## src/rtl/rom_ctrl_seq_mux_pkg.sv

```systemverilog
// Shared types and helpers for the sequential N-owner ROM access mux.
package rom_ctrl_seq_mux_pkg;

  // Multi-bit boolean encoding used on the handover inputs.
  typedef logic [3:0] mubi4_t;
  localparam mubi4_t MuBi4True  = 4'h6;
  localparam mubi4_t MuBi4False = 4'h9;

  // Upper bound on the owner count; the owner index type is sized for it so
  // that tags and helpers are independent of the instance parameters.
  localparam int unsigned MaxOwnerW = 4;
  localparam int unsigned MaxOwners = 16;
  localparam int unsigned MaxAdv    = MaxOwners - 1;

  typedef logic [MaxOwnerW-1:0] owner_idx_t;

  // One entry of the read-response routing pipeline.
  typedef struct packed {
    logic       valid;
    owner_idx_t owner;
  } tag_t;

  // Target owner: length of the leading run of strict-True advance signals.
  function automatic owner_idx_t calc_target(input mubi4_t [MaxAdv-1:0] adv,
                                             input int unsigned num_adv);
    owner_idx_t t;
    logic       run;
    t   = '0;
    run = 1'b1;
    for (int unsigned k = 0; k < MaxAdv; k++) begin
      if ((k < num_adv) && run && (adv[k] == MuBi4True)) begin
        t = owner_idx_t'(k + 1);
      end else begin
        run = 1'b0;
      end
    end
    return t;
  endfunction

  // True when the value is neither of the two legal encodings.
  function automatic logic mubi4_invalid(input mubi4_t v);
    return (v != MuBi4True) && (v != MuBi4False);
  endfunction

endpackage

```

## src/rtl/rom_ctrl_seq_mux_tag_pipe.sv

```systemverilog
// Fixed-depth shift register carrying {valid, owner} for each ROM read.
module rom_ctrl_seq_mux_tag_pipe
  import rom_ctrl_seq_mux_pkg::*;
#(
  parameter int unsigned Depth = 1
) (
  input  logic clk_i,
  input  logic rst_ni,
  input  tag_t tag_i,
  output tag_t tag_o
);

  tag_t [Depth-1:0] pipe_q;
  tag_t [Depth-1:0] pipe_d;

  // Shift the new tag in at stage 0 and move every stage one step along.
  always_comb begin
    pipe_d    = pipe_q;
    pipe_d[0] = tag_i;
    for (int unsigned i = 1; i < Depth; i++) begin
      pipe_d[i] = pipe_q[i-1];
    end
  end

  // Pipeline registers; reset drops every in-flight tag.
  always_ff @(posedge clk_i or negedge rst_ni) begin
    if (!rst_ni) begin
      pipe_q <= '0;
    end else begin
      pipe_q <= pipe_d;
    end
  end

  assign tag_o = pipe_q[Depth-1];

endmodule

```

## src/rtl/rom_ctrl_seq_mux.sv

```systemverilog
// One-way N-owner ROM access mux: ownership only moves forward, responses
// follow their issuer, and any inconsistency latches a fatal alert.
module rom_ctrl_seq_mux
  import rom_ctrl_seq_mux_pkg::*;
#(
  parameter int unsigned AW        = 8,
  parameter int unsigned DW        = 39,
  parameter int unsigned NumOwners = 3,
  parameter int unsigned RdLat     = 1,
  localparam int unsigned OwnerW   = $clog2(NumOwners)
) (
  input  logic                              clk_i,
  input  logic                              rst_ni,
  input  mubi4_t [NumOwners-2:0]            adv_i,
  input  logic   [NumOwners-1:0]            own_req_i,
  input  logic   [NumOwners-1:0][AW-1:0]    own_rom_addr_i,
  input  logic   [NumOwners-1:0][AW-1:0]    own_prince_addr_i,
  output logic   [NumOwners-1:0]            own_gnt_o,
  output logic   [NumOwners-1:0]            own_rvalid_o,
  output logic   [NumOwners-1:0][DW-1:0]    own_rdata_o,
  output logic                              rom_req_o,
  output logic   [AW-1:0]                   rom_rom_addr_o,
  output logic   [AW-1:0]                   rom_prince_addr_o,
  input  logic   [DW-1:0]                   rom_scr_rdata_i,
  input  logic   [DW-1:0]                   rom_clr_rdata_i,
  input  logic                              rom_rvalid_i,
  output logic   [OwnerW-1:0]               owner_o,
  output logic                              alert_o
);

  mubi4_t [MaxAdv-1:0] adv_ext;
  owner_idx_t          target_full;
  logic [OwnerW-1:0]   target;
  logic [OwnerW-1:0]   cur;
  logic [OwnerW-1:0]   owner_d, owner_q;
  logic [OwnerW-1:0]   owner_qq_d, owner_qq;
  logic                alert_src, alert_d, alert_q;
  logic                seen_not_true;
  tag_t                tag_in, tag_out;

  // Resolve the current owner: the furthest owner reachable through a
  // contiguous run of True advances, never below the registered owner.
  always_comb begin
    for (int unsigned k = 0; k < MaxAdv; k++) begin
      adv_ext[k] = MuBi4False;
    end
    for (int unsigned k = 0; k < NumOwners - 1; k++) begin
      adv_ext[k] = adv_i[k];
    end
    target_full = calc_target(adv_ext, NumOwners - 1);
    target      = target_full[OwnerW-1:0];
    cur         = (target > owner_q) ? target : owner_q;
  end

  // Forward the current owner's request to the ROM and build its tag.
  always_comb begin
    rom_req_o         = 1'b0;
    rom_rom_addr_o    = '0;
    rom_prince_addr_o = '0;
    for (int unsigned i = 0; i < NumOwners; i++) begin
      if (cur == OwnerW'(i)) begin
        rom_req_o         = own_req_i[i] & ~alert_q;
        rom_rom_addr_o    = own_rom_addr_i[i];
        rom_prince_addr_o = own_prince_addr_i[i];
      end else begin
        rom_req_o         = rom_req_o;
      end
    end
    tag_in.valid = rom_req_o;
    tag_in.owner = rom_req_o ? owner_idx_t'(cur) : '0;
  end

  rom_ctrl_seq_mux_tag_pipe #(
    .Depth (RdLat)
  ) u_tag_pipe (
    .clk_i  (clk_i),
    .rst_ni (rst_ni),
    .tag_i  (tag_in),
    .tag_o  (tag_out)
  );

  // Grants, response routing by tag, and the fixed data fan-out (owner 0
  // is the checker and sees scrambled data).
  always_comb begin
    for (int unsigned i = 0; i < NumOwners; i++) begin
      own_gnt_o[i]    = (cur == OwnerW'(i)) & ~alert_q;
      own_rvalid_o[i] = rom_rvalid_i & tag_out.valid &
                        (tag_out.owner == owner_idx_t'(i));
      own_rdata_o[i]  = (i == 0) ? rom_scr_rdata_i : rom_clr_rdata_i;
    end
  end

  // Collect every consistency violation seen this cycle.
  always_comb begin
    alert_src     = 1'b0;
    seen_not_true = 1'b0;
    for (int unsigned k = 0; k < NumOwners - 1; k++) begin
      if (mubi4_invalid(adv_i[k])) begin
        alert_src = 1'b1;
      end else begin
        alert_src = alert_src;
      end
      // Skip: a later advance is not False while an earlier one is not True.
      if (seen_not_true && (adv_i[k] != MuBi4False)) begin
        alert_src = 1'b1;
      end else begin
        alert_src = alert_src;
      end
      if (adv_i[k] != MuBi4True) begin
        seen_not_true = 1'b1;
      end else begin
        seen_not_true = seen_not_true;
      end
      // Revert: an advance already taken is withdrawn.
      if ((int'(owner_q) > int'(k)) && (adv_i[k] != MuBi4True)) begin
        alert_src = 1'b1;
      end else begin
        alert_src = alert_src;
      end
    end
    if (owner_q < owner_qq) begin
      alert_src = 1'b1;
    end else begin
      alert_src = alert_src;
    end
    if (rom_rvalid_i != tag_out.valid) begin
      alert_src = 1'b1;
    end else begin
      alert_src = alert_src;
    end
  end

  // Next-state values for the owner copies and the sticky alert.
  always_comb begin
    owner_d    = cur;
    owner_qq_d = owner_q;
    alert_d    = alert_q | alert_src;
  end

  // State registers.
  always_ff @(posedge clk_i or negedge rst_ni) begin
    if (!rst_ni) begin
      owner_q  <= '0;
      owner_qq <= '0;
      alert_q  <= 1'b0;
    end else begin
      owner_q  <= owner_d;
      owner_qq <= owner_qq_d;
      alert_q  <= alert_d;
    end
  end

  assign owner_o = owner_q;
  assign alert_o = alert_q;

endmodule

```

## config.mk

```make
export PLATFORM = sky130hd
export DESIGN_NAME = rom_ctrl_seq_mux
export DESIGN_NICKNAME = d
export VERILOG_FILES = /design/src/rtl/rom_ctrl_seq_mux_pkg.sv /design/src/rtl/rom_ctrl_seq_mux_tag_pipe.sv /design/src/rtl/rom_ctrl_seq_mux.sv
export SDC_FILE = /design/constraint.sdc
export NUM_CORES = 1
export LEC_CHECK = 0
export BUFFER_PORTS_ARGS = -buffer_cell sky130_fd_sc_hd__clkbuf_2
export CAP_MARGIN = 20
export CORE_AREA = 2 2 109 111
export CTS_CLUSTER_SIZE = 30
export DETAILED_ROUTE_END_ITERATION = 10
export DIE_AREA = 0 0 111 113
export GPL_TIMING_DRIVEN = 0
export RECOVER_POWER = 100
export SETUP_SLACK_MARGIN = 0.02
export SLEW_MARGIN = 20
export SYNTH_ARGS = -nofsm -noshare
export SYNTH_HDL_FRONTEND = slang
export SYNTH_SLANG_ARGS = --single-unit
```

## constraint.sdc

```tcl
create_clock -name clk_i -period 6.9 [get_ports clk_i]
set_input_delay 1.38 -clock clk_i [delete_from_list [all_inputs] [get_ports clk_i]]
set_output_delay 1.38 -clock clk_i [all_outputs]
set_load 0.01 [all_outputs]
```

==> results.py, run 1 <==
metrics = {
    "run_status": {
        "status": "finished, final reports clean",
    },
    "yosys": {
        "yosys-top-cells-area": "buf_4, dfrtp_1, nand4_1, o211ai_2, nand2_1",
        "netlist_instances": 243,
        "avgSynthCellArea_um2": 7.67,
        "synth_edf_count": 0,
        "syn_area_um2": 1860,
        "ys.flop_type": "dfrtp_1",
        "async_flop_share": 1.00,
        "ys_ff_latch": 8,
        "yosys_warnings": 0,
        "synth_top_area_cell": "buf_4",
        "synth_nets": 388,
        "ys_types": 32,
        "netlist.area_leader.share": 0.471,
        "ys_seq_area_frac": 0.107,
    },
    "clocking": {
        "cts_max_level": 1,
        "cts.sinks": 8,
        "cts_tree": "done",
        "post_cts_resized": 0,
        "worstSkewPairLatency_ns": 0.23,
        "path_clk_slew_ns": 0.04,
        "cts_hold_buf": 0,
        "numCtsBuffers": 3,
        "cts_buffer_depth": 2,
        "cts_setup_buffers": 0,
        "cts_root_buf": "clkbuf_16",
    },
    "layout": {
        "fillCellCount": 1330,
        "layout_common_cells": "clkbuf_1, buf_4, clkbuf_2, nand4_1, nand2_1",
        "mostFrequentLayoutCell": "clkbuf_1",
        "drive_gt1_frac": 0.429,
        "n_antenna_cell": 0,
        "nNetsFinal": 597,
        "stdcell_count": 593,
        "areaGrowthSynthToFinish_pct": 58.1,
    },
    "die": {
        "die-area_um2": 12500,
        "die_h_um": 113,
        "die_w_um": 111,
        "initial_core_util": 0.165,
        "io_pins": 283,
        "core_um2": 11300,
        "core.rowCount": 39,
    },
    "grt": {
        "grt_use_total": 0.124,
        "grt_max_degree": 11,
        "overflow": 0,
        "antenna_found_initial": 0,
        "grt_pass1_wl_um": 12400,
        "grt_pass1_vias": 2277,
    },
    "pwr": {
        "p_int_mw": 0.196,
        "power_mw": 0.277,
        "power_density_nw_per_um2": 93.9,
        "seqPwrFrac": 0.172,
        "comb_power_share": 0.474,
        "clkPwrFrac": 0.355,
        "vdd_drop_max_v": 0.0000970,
        "p_sw_mw": 0.0801,
        "sw_frac_of_total": 0.290,
        "power.leakage_nw": 1.40,
    },
    "drt": {
        "drt-total-wl_um": 8460,
        "vias": 2383,
        "first_pass_iters": 5,
        "drc": 0,
        "ant_nets": 0,
        "vias_per_cell": 4.02,
        "wl_per_cell_um": 14.3,
        "detail_route.iter0.violations": 122,
    },
    "timing": {
        "fin_skew_ns": 0.000330,
        "rsz0062_at_grt": "no",
        "period_needed_ns": 5.39,
        "final_hold_viol_count": 0,
        "slew_viol_final": 0,
        "clock.fmax_mhz": 186,
        "setup_viol": 0,
        "worstMarginPinSlew_ns": 0.553,
        "finalSetupTns_ns": 0,
        "period_share": 0.781,
        "relSlewSlack": 0.631,
        "finalWorstSetupSlack_ns": 1.51,
    },
    "critical_path": {
        "endpoint_kind": "primary output",
        "worstSetupPathType": "in -> out",
        "crit_arrival_ns": 4.01,
        "crit_path_start_kind": "input pin",
        "path_max_fanout": 10,
        "worstPathRequired_ns": 5.52,
    },
    "run": {
        "cap_violations": 0,
    },
    "placement": {
        "gp_congestion": 0.853,
        "dpl.hpwl_um": 7550,
        "placed_cells": 590,
        "preCtsSetupSlack_ns": 1.74,
        "port_buffers": 204,
    },
    "min_path": {
        "worst_hold_path_type": "reg -> reg",
    },
}
## path summary, 6_finish.rpt
| check | cells after the start | endpoint | slack, ns | startpoint |
|---|---|---|---|---|
| setup / recovery | 12 | own_gnt_o[2] | 1.51 | adv_i[7] |
| hold / removal | 0 | owner_qq[0] | 0.48 | owner_o[0] |
| setup reg to reg | 8 | u_tag_pipe.tag_o[4] | 4.47 | owner_o[1] |
| hold reg to reg | 0 | owner_qq[0] | 0.48 | owner_o[0] |
| max in group asynchronous | 1 | u_tag_pipe.tag_o[4] | 5.55 | rst_ni |
| min in group asynchronous | 1 | alert_o | 1.05 | rst_ni |
## final cells by class
| type | count | area (um^2) | share of cell area |
|---|---|---|---|
| repair buffers | 204 | 843 | 0.286 |
| multi-input cells | 99 | 691 | 0.234 |
| clock buffers | 3 | 75.1 | 0.0255 |
| flip-flops and latches | 8 | 200 | 0.0680 |
| plain buffers | 131 | 938 | 0.319 |
| well taps | 143 | 179 | 0.0607 |
| inverters | 5 | 18.8 | 0.00637 |
## metal layers
metal / global-route usage / share of wire
met1: 0.134 / 0.33
met2: 0.242 / 0.56
met3: 0.0343 / 0.10
met4: 0.0242 / 0.0084
met5: 0 / 0
## cell usage after synthesis, drive strengths merged (2+ instances only)
cell	instances
o211ai	16
nand2	19
nand4	33
buf	121
nand2b	4
nor2	4
clkbuf	10
a21oi	2
ha	5
and3b	2
inv	4
dfrtp	8
## logic make-up after synthesis
family | count (synthesis) | share of synthesized area
buf+inv | 136 | 0.518
simple gates | 71 | 0.224
flops | 8 | 0.107
compound gates | 23 | 0.116
fa+ha+maj | 5 | 0.0336
## sequential cells by signal, indices dropped and copies added (netlist names)
register and cells:
owner_o 2, owner_qq 2, u_tag_pipe.tag_o 3, alert_o 1
## critical path, stage by stage
cell and delay (ns):
clkbuf_2 0.09, nand4bb_1 0.23, nand2b_1 0.23, ha_1 0.31, o21bai_1 0.18, a21bo_2 0.15, clkbuf_1 0.30, and2_0 0.17
clkbuf_1 0.44, inv_1 0.15, nor3_1 0.19, clkbuf_1 0.19
## power groups by stage
stage,clock network [mW],registers (mW),logic [mW]
3_3_place_gp,0,0.0481,0.142
4_1_cts,0.0994,0.0475,0.144
5_1_grt,0.103,0.0475,0.142
3_5_place_dp,0,0.0481,0.144
6_report,0.0981,0.0475,0.131
2_1_floorplan,0,0.0481,0.0827
## metrics by stage
step	area, um^2	util	hold WS (ns)
floorplan	1860	-	0.475
global placement	3060	0.272	0.471
detailed placement	3060	0.272	0.478
CTS	3140	0.278	0.485
global route	2950	0.261	0.508
finish	2950	0.261	0.479
Note: power is estimated with default switching activity, not from simulation.
==> inputs of run 2 (changes only) <==
Settings changed: ABC_AREA set to 1, CORE_AREA 2 2 109 111 to 2 2 111 113, DIE_AREA 0 0 111 113 to 0 0 113 115.
Clock period 6.9 ns to 5.4 ns, I/O delays scaled along.
==> run 2 against run 1 <==
Effect of this change:
- synthesized cell count increased by 13%
- total power grew 22%
- sequential cell count unchanged
- routed wire length shrank 7.9%
- final cell count rose by 6.1%
- the flow now finishes with violations (design-rule violations)
- sequential share of layout area decreased by 0.26 points
- clock power up 24%
- non-clock buffer count down 3
==> results.py, run 2 <==
metrics = {
    "timing": {
        "final_hold_viol_count": 0,
        "fin_skew_ns": 0.000899,
        "period_needed_ns": 4.65,
        "relSlewSlack": 0.601,
        "finalSetupTns_ns": 0,
        "rsz0062_at_grt": "no",
        "setup_viol": 0,
        "slew_viol_final": 0,
        "finalWorstSetupSlack_ns": 0.753,
        "period_share": 0.860,
        "worstMarginPinSlew_ns": 0.598,
        "clock.fmax_mhz": 215,
    },
    "placement": {
        "preCtsSetupSlack_ns": 1.21,
        "port_buffers": 204,
        "gp_congestion": 0.737,
        "dpl.hpwl_um": 6720,
        "placed_cell_area_um2": 3180,
    },
    "layout": {
        "n_antenna_cell": 0,
        "drive_gt1_frac": 0.427,
        "areaGrowthSynthToFinish_pct": 54.8,
        "design_area_um2": 3060,
        "utilization": 0.259,
        "largest_register_ffs": 3,
        "mostFrequentLayoutCell": "clkbuf_1",
        "layout_common_cells": "clkbuf_1, buf_4, clkbuf_2, nand4_1, nand3_1",
        "nNetsFinal": 629,
    },
    "critical_path": {
        "worstPathRequired_ns": 4.32,
        "path_max_fanout": 10,
        "crit_path_start_kind": "input pin",
        "worstSetupPathType": "in -> out",
        "slowest_stage": "clkbuf_1",
        "worstPathCellList": "clkbuf_1 > nor2_1 > nand2_1 > nor2_1 > inv_1 > ha_1 > inv_2 > nand2_2 > nand2_1 > nand2_4 > nand2_1 > clkbuf_1 > nand4_1 > nand3_1 > clkbuf_1",
        "crit_arrival_ns": 3.57,
        "critPathMaxStageDelay_ns": 0.53,
        "endpoint_kind": "primary output",
    },
    "grt": {
        "grt_max_degree": 11,
        "grt_pass1_vias": 2087,
        "busiest_layer": "met2",
        "grt_pass1_wl_um": 10600,
        "grt_use_met2": 0.174,
        "overflow": 0,
        "antenna_found_initial": 0,
        "met3_usage": 0.0163,
        "grt_util_met1": 0.141,
        "grt_use_total": 0.103,
    },
    "drt": {
        "drc": 11,
        "vias": 2389,
        "wl_per_cell_um": 12.4,
        "vias_per_cell": 3.80,
        "drt-total-wl_um": 7790,
        "ant_nets": 0,
        "first_pass_iters": 9,
        "detail_route.iter0.violations": 91,
    },
    "run_status": {
        "violations": "design-rule violations",
        "status": "finished with violations",
    },
    "clocking": {
        "worstSkewPairLatency_ns": 0.23,
        "cts_tree": "done",
        "post_cts_resized": 0,
        "cts_buffer_depth": 2,
        "cts_max_level": 1,
        "cts_setup_buffers": 0,
        "cts_hold_buf": 0,
        "cts_root_buf": "clkbuf_16",
        "cts.sinks": 8,
        "path_clk_slew_ns": 0.04,
        "numCtsBuffers": 3,
    },
    "yosys": {
        "synth.cells.most_frequent": "buf_4, nand4_1, nand3_1",
        "ys_ff_latch": 8,
        "synth_edf_count": 0,
        "synth_nets": 420,
        "ys_types": 24,
        "synth_top_area_cell": "buf_4",
        "async_flop_share": 1.00,
        "yosys_warnings": 0,
        "syn_area_um2": 1980,
        "ys_seq_area_frac": 0.101,
        "synth_most_common_cell": "buf_4",
        "ys.flop_type": "dfrtp_1",
        "netlist_instances": 275,
        "netlist.area_leader.share": 0.459,
        "avgSynthCellArea_um2": 7.19,
        "yosys-top-cells-area": "buf_4, nand4_1, dfrtp_1, nand3_1, nand3_2",
    },
    "die": {
        "die-area_um2": 13000,
        "io_pins": 283,
        "die_h_um": 115,
        "core.rowCount": 40,
        "core_um2": 11800,
        "initial_core_util": 0.167,
        "die_w_um": 113,
    },
    "pwr": {
        "vdd_drop_max_v": 0.0000657,
        "power.leakage_nw": 1.52,
        "power_mw": 0.339,
        "power_density_nw_per_um2": 111,
    },
    "run": {
        "cap_violations": 0,
    },
    "min_path": {
        "worst_hold_path_type": "reg -> reg",
    },
}
==> run 2: changes by cell type after synthesis, moves of 7 or more <==
cell / before / now
o211ai_2: 9 / 0
clkbuf_1: 10 / 2
nand2_1: 19 / 12
o211ai_1: 7 / 0
nand3_1: 0 / 27
inv_1: 4 / 20
nand3_2: 0 / 9
nor2_1: 4 / 11
==> run 2: worst max-delay path, delay by kind of cell <==
kind,cells,cell delay (ns)
AND/OR/NAND/NOR,9,1.22
adder cells (fa/ha/maj),1,0.31
buffers and inverters,5,0.96
==> run 2: metal layers <==
metal | routed length (um) | vias up
met4 | 74 | 0
met2 | 3820 | 129
met5 | 0 | -
met1 | 3270 | 1043
met3 | 623 | 4
li1 | - | 1213
==> run 2: where the power goes <==
| part | leakage [nW] | switching (mW) | internal (mW) | total, mW |
|---|---|---|---|---|
| logic | 1.40 | 0.0661 | 0.0897 | 0.156 |
| clock network | 0.0370 | 0.0267 | 0.0952 | 0.122 |
| registers | 0.0859 | 0.000290 | 0.0606 | 0.0608 |
==> run 2: worst paths after layout <==
check                                start                  end  slack (ns)  depth (start not counted)
worst max register to register  owner_o[1]  u_tag_pipe.tag_o[4]        3.23                         10
max in group asynchronous           rst_ni           owner_o[0]        4.33                          1
worst min-delay path            owner_o[1]          owner_qq[1]        0.44                          0
min in group asynchronous           rst_ni  u_tag_pipe.tag_o[4]        0.77                          1
worst min register to register  owner_o[1]          owner_qq[1]        0.44                          0
worst max-delay path              adv_i[0]    rom_rom_addr_o[1]        0.75                         15
==> run 2: through the flow <==
step | instances | hold WS (ns)
after floorplan | 275 | 0.459
after global placement | 626 | 0.435
after detailed placement | 626 | 0.437
after CTS | 629 | 0.447
after global routing | 629 | 0.465
final | 629 | 0.443
==> run 2: kinds of logic (layout without fill, tap and decap cells) <==
kind of cell / after synthesis / count (layout) / share of synthesized area
buf+inv: 151 / 358 / 0.526
simple gates: 108 / 108 / 0.326
flops: 8 / 8 / 0.101
fa+ha+maj: 5 / 5 / 0.0316
compound gates: 3 / 3 / 0.0145
==> run 2: final cells by class <==
class                   instances  area, um^2
multi-input cells             116         727
well taps                     147         184
clock buffers                   3        75.1
plain buffers                 128         948
repair buffers                204         842
inverters                      23        86.3
fillers                      1447        8750
flip-flops and latches          8         200
